**src/rtl/digit_entry_if.sv**
```systemverilog
// Bundle between the digit-entry front end and its environment: raw buttons,
// digit switches and the enter-phase enable in; the guess, its digit count
// and the ready flag out.
`timescale 1ns/1ps
interface digit_entry_if #(
   parameter int NUM_DIGITS = 4
);
   logic                    enable;
   logic [3:0]              sw;
   logic                    btnDigit;
   logic                    btnBack;
   logic                    btnSubmit;
   logic [4*NUM_DIGITS-1:0] userInput;
   logic [2:0]              digitCount;
   logic                    inputReady;

   // Environment side: drives buttons/switches/enable, observes the guess.
   modport master (
      output enable, sw, btnDigit, btnBack, btnSubmit,
      input  userInput, digitCount, inputReady
   );

   // Design side.
   modport slave (
      input  enable, sw, btnDigit, btnBack, btnSubmit,
      output userInput, digitCount, inputReady
   );
endinterface

```
**src/rtl/digit_entry.sv**
```systemverilog
// Digit entry front end. Each raw button is synchronized, debounced and
// turned into a single press pulse; the pulses drive a small FSM that
// shifts hex digits in, backspaces them out and locks the guess on submit.
`timescale 1ns/1ps

// Per-button conditioning: 2-flop synchronizer, hold-time debounce and a
// registered rising-edge detector producing a one-cycle press pulse.
module btn_cond #(
   parameter int DEBOUNCE_CYCLES = 500000
) (
   input  logic clk,
   input  logic rst,
   input  logic raw,
   output logic press
);
   localparam int CW = (DEBOUNCE_CYCLES > 1) ? $clog2(DEBOUNCE_CYCLES) : 1;
   localparam logic [CW-1:0] CNT_LAST = CW'(DEBOUNCE_CYCLES - 1);

   logic [1:0]    sync;
   logic          deb;
   logic          deb_q;
   logic [CW-1:0] cnt;

   // Two flops in front of everything; the button is asynchronous to clk.
   always_ff @(posedge clk or posedge rst) begin
      if (rst) sync <= 2'b00;
      else     sync <= {sync[0], raw};
   end

   // Debounced level only follows the synced level after it has differed
   // for DEBOUNCE_CYCLES consecutive cycles; any agreement restarts the count.
   always_ff @(posedge clk or posedge rst) begin
      if (rst) begin
         deb <= 1'b0;
         cnt <= '0;
      end else if (sync[1] != deb) begin
         if (cnt == CNT_LAST) begin
            deb <= sync[1];
            cnt <= '0;
         end else begin
            cnt <= cnt + 1'b1;
         end
      end else begin
         cnt <= '0;
      end
   end

   // One pulse per debounced rising edge; release and hold produce nothing.
   always_ff @(posedge clk or posedge rst) begin
      if (rst) begin
         deb_q <= 1'b0;
         press <= 1'b0;
      end else begin
         deb_q <= deb;
         press <= deb & ~deb_q;
      end
   end
endmodule

module digit_entry #(
   parameter int DEBOUNCE_CYCLES = 500000,
   parameter int NUM_DIGITS      = 4
) (
   input  logic         clk,
   input  logic         rst,
   digit_entry_if.slave bus
);
   localparam int W = 4 * NUM_DIGITS;
   localparam logic [2:0] FULL = 3'(NUM_DIGITS);

   localparam logic [1:0] IDLE  = 2'd0;
   localparam logic [1:0] ENTRY = 2'd1;
   localparam logic [1:0] DONE  = 2'd2;

   // Button order: [0] digit, [1] back, [2] submit.
   logic [2:0] raw_btn;
   logic [2:0] press;
   logic       ev_digit, ev_back, ev_submit;

   logic [1:0]   state;
   logic [W-1:0] user_input;
   logic [2:0]   digit_count;
   logic         input_ready;

   assign raw_btn = {bus.btnSubmit, bus.btnBack, bus.btnDigit};

   genvar g;
   generate
      for (g = 0; g < 3; g++) begin : g_btn
         btn_cond #(.DEBOUNCE_CYCLES(DEBOUNCE_CYCLES)) u_btn (
            .clk   (clk),
            .rst   (rst),
            .raw   (raw_btn[g]),
            .press (press[g])
         );
      end
   endgenerate

   assign ev_digit  = press[0];
   assign ev_back   = press[1];
   assign ev_submit = press[2];

   // Entry FSM. Enable low beats everything; among presses in one cycle only
   // the highest priority (submit > back > digit) is considered, even when
   // that one turns out to be ignored, so nothing is queued.
   always_ff @(posedge clk or posedge rst) begin
      if (rst) begin
         state       <= IDLE;
         user_input  <= '0;
         digit_count <= '0;
         input_ready <= 1'b0;
      end else if (!bus.enable) begin
         state       <= IDLE;
         user_input  <= '0;
         digit_count <= '0;
         input_ready <= 1'b0;
      end else begin
         case (state)
            IDLE: state <= ENTRY;
            ENTRY: begin
               if (ev_submit) begin
                  if (digit_count == FULL) begin
                     input_ready <= 1'b1;
                     state       <= DONE;
                  end
               end else if (ev_back) begin
                  if (digit_count != 3'd0) begin
                     user_input  <= {4'h0, user_input[W-1:4]};
                     digit_count <= digit_count - 3'd1;
                  end
               end else if (ev_digit) begin
                  if (digit_count != FULL) begin
                     user_input  <= {user_input[W-5:0], bus.sw};
                     digit_count <= digit_count + 3'd1;
                  end
               end
            end
            DONE: ;  // guess frozen until enable drops
            default: state <= IDLE;
         endcase
      end
   end

   assign bus.userInput  = user_input;
   assign bus.digitCount = digit_count;
   assign bus.inputReady = input_ready;
endmodule

```
**src/flat_wrapper.sv**
```systemverilog
// flat-port wrapper written by rule: the top's interface ports become plain ports
module digit_entry_flat 
#(
   parameter int DEBOUNCE_CYCLES = 500000,
   parameter int NUM_DIGITS      = 4
)
  (clk, rst, bus_enable, bus_sw, bus_btnDigit, bus_btnBack, bus_btnSubmit, bus_userInput, bus_digitCount, bus_inputReady);
  digit_entry_if #(.NUM_DIGITS(NUM_DIGITS)) bus_i ();
  input  logic clk;
  input  logic rst;
  input wire logic [$bits(bus_i.enable)-1:0] bus_enable;
  input wire logic [$bits(bus_i.sw)-1:0] bus_sw;
  input wire logic [$bits(bus_i.btnDigit)-1:0] bus_btnDigit;
  input wire logic [$bits(bus_i.btnBack)-1:0] bus_btnBack;
  input wire logic [$bits(bus_i.btnSubmit)-1:0] bus_btnSubmit;
  output wire logic [$bits(bus_i.userInput)-1:0] bus_userInput;
  output wire logic [$bits(bus_i.digitCount)-1:0] bus_digitCount;
  output wire logic [$bits(bus_i.inputReady)-1:0] bus_inputReady;
  assign bus_i.enable = bus_enable;
  assign bus_i.sw = bus_sw;
  assign bus_i.btnDigit = bus_btnDigit;
  assign bus_i.btnBack = bus_btnBack;
  assign bus_i.btnSubmit = bus_btnSubmit;
  assign bus_userInput = bus_i.userInput;
  assign bus_digitCount = bus_i.digitCount;
  assign bus_inputReady = bus_i.inputReady;
  digit_entry #(.DEBOUNCE_CYCLES(DEBOUNCE_CYCLES), .NUM_DIGITS(NUM_DIGITS)) u_core (.clk(clk), .rst(rst), .bus(bus_i));
endmodule
```
**config.mk**
```make
export PLATFORM = sky130hd
export DESIGN_NAME = digit_entry_flat
export DESIGN_NICKNAME = d
export VERILOG_FILES = /design/src/rtl/digit_entry_if.sv /design/src/rtl/digit_entry.sv /design/src/flat_wrapper.sv
export SDC_FILE = /design/constraint.sdc
export NUM_CORES = 1
export LEC_CHECK = 0
export BUFFER_PORTS_ARGS = -buffer_cell sky130_fd_sc_hd__buf_2
export CELL_PAD_IN_SITES_DETAIL_PLACEMENT = 1
export CELL_PAD_IN_SITES_GLOBAL_PLACEMENT = 2
export CORE_ASPECT_RATIO = 1.5
export CORE_MARGIN = 2
export CORE_UTILIZATION = 44
export CTS_BUF_LIST = sky130_fd_sc_hd__clkbuf_8
export CTS_CLUSTER_SIZE = 14
export DETAILED_ROUTE_END_ITERATION = 8
export PLACE_DENSITY = 0.84
export SYNTH_ARGS = -nofsm -noshare
export SYNTH_HDL_FRONTEND = slang
export SYNTH_SLANG_ARGS = --single-unit
```
**constraint.sdc**
```tcl
create_clock -name clk -period 9.8 [get_ports clk]
set_clock_uncertainty 0.2 [all_clocks]
set_input_delay 1.96 -clock clk [delete_from_list [all_inputs] [get_ports clk]]
set_output_delay 1.96 -clock clk [all_outputs]
set_load 0.1 [all_outputs]
```
==> impl_metrics.env <==
export IMPL_synth_area_um2=4420
export IMPL_power_density_nw_per_um2=140
export IMPL_start_util_pct=45.4
export IMPL_diodes=0
export IMPL_seqPwrFrac_pct=58.0
export IMPL_max_freq_ghz=0.287
export IMPL_antenna_found_initial=0
export IMPL_slew_headroom_pct=38.3
export IMPL_p_sw_share_pct=22.6
export IMPL_cts_hold_buf=0
export IMPL_die_x_um=85.8
export IMPL_gp_congestion=0.763
export IMPL_crit_type="flip-flop to output pin"
export IMPL_cp_num_buf_inv=1
export IMPL_grt_pass1_vias=3546
export IMPL_via_per_inst=5.73
export IMPL_area_growth_pct=10.1
export IMPL_path_delay_family="flip-flops"
export IMPL_p_leak_uw=0.00201
export IMPL_maxSlewViolCount=0
export IMPL_crit_fanout=7
export IMPL_grt_max_degree=64
export IMPL_num_rows=44
export IMPL_cp_arrival_ns=1.32
export IMPL_synth_cell_types=50
export IMPL_startpoint_type="flip-flop"
export IMPL_synthAdderAreaFrac_pct=1.30
export IMPL_synth_compound_area_share_pct=10.6
export IMPL_port_buffers=29
export IMPL_cts_buffer_depth=2
export IMPL_synthSimpleGateAreaFrac_pct=20.5
export IMPL_drt_iter0_markers=112
export IMPL_cts_buffers=9
export IMPL_synth_xor_area_share_pct=8.32
export IMPL_pwr_share_clk_pct=38.4
export IMPL_cts_resized=0
export IMPL_drv_cap=0
export IMPL_violations="design-rule violations"
export IMPL_timing_final_crit_share_pct=35.6
export IMPL_core_um2=9740
export IMPL_cts_setup_buffers=0
export IMPL_grt_overflow=0
export IMPL_rsz0062_at_grt="no"
export IMPL_finalSetupViolCount=0
export IMPL_grt_pass1_wl_mm=16.4
export IMPL_synth_ff_type="dfrtp_1"
export IMPL_synthCells=423
export IMPL_cts_sinks=94
export IMPL_drc=5
export IMPL_p_comb_share_pct=3.6
export IMPL_end_kind="output pin"
export IMPL_cp_required_ns=7.64
export IMPL_switchingPower_uw=155
export IMPL_synth_nets=437
export IMPL_intPower_uw=528
export IMPL_cts_root_buffer="clkbuf_8"
export IMPL_cts_tree="done"
export IMPL_dp_hpwl_mm=6.51
export IMPL_pin_count=30
export IMPL_synth_seq_cells=94
export IMPL_worstMarginPinSlew_ns=0.922
export IMPL_vias=3272
export IMPL_hold_path_class="flip-flop to flip-flop"
export IMPL_synth_top_family_by_area="simple AND/OR/NAND/NOR gates"
export IMPL_synth_edff_count=0
export IMPL_peakVddDrop_v=0.0000766
export IMPL_netlist_top_cells_area="dfrtp_1 (53%), xnor2_1 (5.2%), nor2_1 (4.4%)"
export IMPL_ys_seq_area_share_pct=53.2
export IMPL_post_route_util_pct=50.0
export IMPL_syn_avg_cell_area_um2=10.5
export IMPL_worstSkewPairLatency_ns=0.36
export IMPL_slowest_stage="dfrtp_1"
export IMPL_hold_viol=0
export IMPL_ant_nets=0
export IMPL_drive_gt1_share_pct=14.5
export IMPL_yosys_area_top_type="dfrtp_1"
export IMPL_synth_top_area_share_pct=53.2
export IMPL_clk_pin_slew_ns=0.09
export IMPL_async_reset_ff_share_pct=100
export IMPL_grt_usage_pct=18.7
export IMPL_critical_path_max_stage_delay_ns=0.48
export IMPL_outcome="finished with violations"
export IMPL_path_cells="buf_2"
export IMPL_fp_dieArea_um2=10900
export IMPL_num_nets_final=465
export IMPL_muxShareOfSynthArea_pct=3.48
export IMPL_routed_wirelength_mm=9.42
export IMPL_route_detailed_wl_per_inst_um=16.5
export IMPL_firstDrtPassIters=7
export IMPL_layout_min_cycle_time_ns=3.48
export IMPL_htreeDepth=3
export IMPL_fin_tns_setup_ns=0
export IMPL_fillers=1107
export IMPL_yosys_warnings=0
export IMPL_chipHeight_um=127
[power groups by stage]
| stage | registers, µW | logic (µW) | clock network, µW |
|---|---|---|---|
| finish | 396 | 24.5 | 262 |
| global route | 397 | 28.6 | 286 |
| CTS | 396 | 25.8 | 273 |
| detailed placement | 404 | 25.6 | 0 |
| global placement | 403 | 25.1 | 0 |
| floorplan | 403 | 17.6 | 0 |
[synth_stat cells, types with 4 or more instances]
library cell	count
nand4_1	24
inv_1	14
nand2_1	13
xor2_1	16
and4_1	4
or4_1	6
mux2i_1	12
nor2b_1	4
nor3_1	7
a21oi_1	31
or3_1	6
nor4_1	9
nor2_1	52
nand3_1	17
buf_2	5
a211oi_1	12
dfrtp_1	94
xnor2_1	26
clkbuf_1	8
o21ai_0	13
[cells by family (layout without fill, tap and decap cells)]
logic type,Yosys count,in the layout
AO/OA/AOI/OAI,73,73
XOR/XNOR,42,42
adder cells (fa/ha/maj),4,4
buffers and inverters,29,62
flip-flops,94,94
multiplexers,15,15
AND/OR/NAND/NOR,166,166
[routing by layer]
layer | vias up | track usage [%] | part of all wire (%)
met5 | - | 0 | 0
li1 | 1576 | - | -
met2 | 37 | 32.6 | 52
met4 | 0 | 5.79 | 1.4
met1 | 1649 | 23.4 | 45
met3 | 10 | 3.51 | 2.3
[sequential cells by signal, indices dropped and copies added, names as in the netlist]
name,flops
u_core.bus.digitCount,3
u_core.bus.inputReady,1
u_core.bus.userInput,16
u_core.g_btn.u_btn.cnt,57
u_core.g_btn.u_btn.deb,3
u_core.g_btn.u_btn.deb_q,3
u_core.g_btn.u_btn.press,3
u_core.g_btn.u_btn.sync,6
u_core.state,2
[placed cells by master, fill, tap and decap left out, types with 4 or more instances in the layout]
master / instances
xor2_1: 16
nor2_1: 52
or4_1: 6
mux2i_1: 12
clkbuf_8: 11
or3_1: 6
nor3_1: 7
o21ai_0: 13
inv_1: 15
dfrtp_1: 94
nor4_1: 9
nand2_1: 13
buf_2: 29
nor2b_1: 4
a21oi_1: 31
and4_1: 4
xnor2_1: 26
a211oi_1: 12
nand3_1: 17
nand4_1: 24
[final cells by class]
cell class	count	area (µm²)	area share, %
tap	115	144	2.96
clock buffer	11	151	3.11
clock inverter	5	50.0	1.03
multi-input combinational	300	1950	40.1
inverter	15	57.6	1.18
sequential	94	2350	48.3
timing repair buffer	31	160	3.29
[stage by stage]
stage / hold WS, ns / setup slack (ns) / cells / instance area [µm²] / total power (µW)
floorplan: 0.131 / 5.19 / 423 / 4420 / 420
global placement: 0.135 / 6.34 / 555 / 4670 / 429
detailed placement: 0.140 / 6.31 / 555 / 4670 / 430
CTS: 0.160 / 6.29 / 571 / 4870 / 695
global route: 0.178 / 6.25 / 571 / 4870 / 712
finish: 0.160 / 6.32 / 571 / 4870 / 683
[path summary, 6_finish.rpt]
| check | cells past startpoint | start | end | slack, ns |
|---|---|---|---|---|
| min reg2reg | 0 | u_core.g_btn[0].u_btn.sync[0]$_DFF_PP0_ | u_core.g_btn[0].u_btn.sync[1]$_DFF_PP0_ | 0.16 |
| max | 1 | u_core.bus.digitCount[0]$_DFFE_PP0P_ | bus_digitCount[0] | 6.32 |
| max in group asynchronous | 3 | rst | u_core.g_btn[1].u_btn.cnt[12]$_DFF_PP0_ | 6.82 |
| min in group asynchronous | 2 | rst | u_core.g_btn[1].u_btn.sync[0]$_DFF_PP0_ | 1.42 |
| min | 0 | u_core.g_btn[0].u_btn.sync[0]$_DFF_PP0_ | u_core.g_btn[0].u_btn.sync[1]$_DFF_PP0_ | 0.16 |
| max reg2reg | 4 | u_core.g_btn[1].u_btn.press$_DFF_PP0_ | u_core.bus.userInput[2]$_DFFE_PP0P_ | 6.64 |
(Power assumes the default switching activity.)
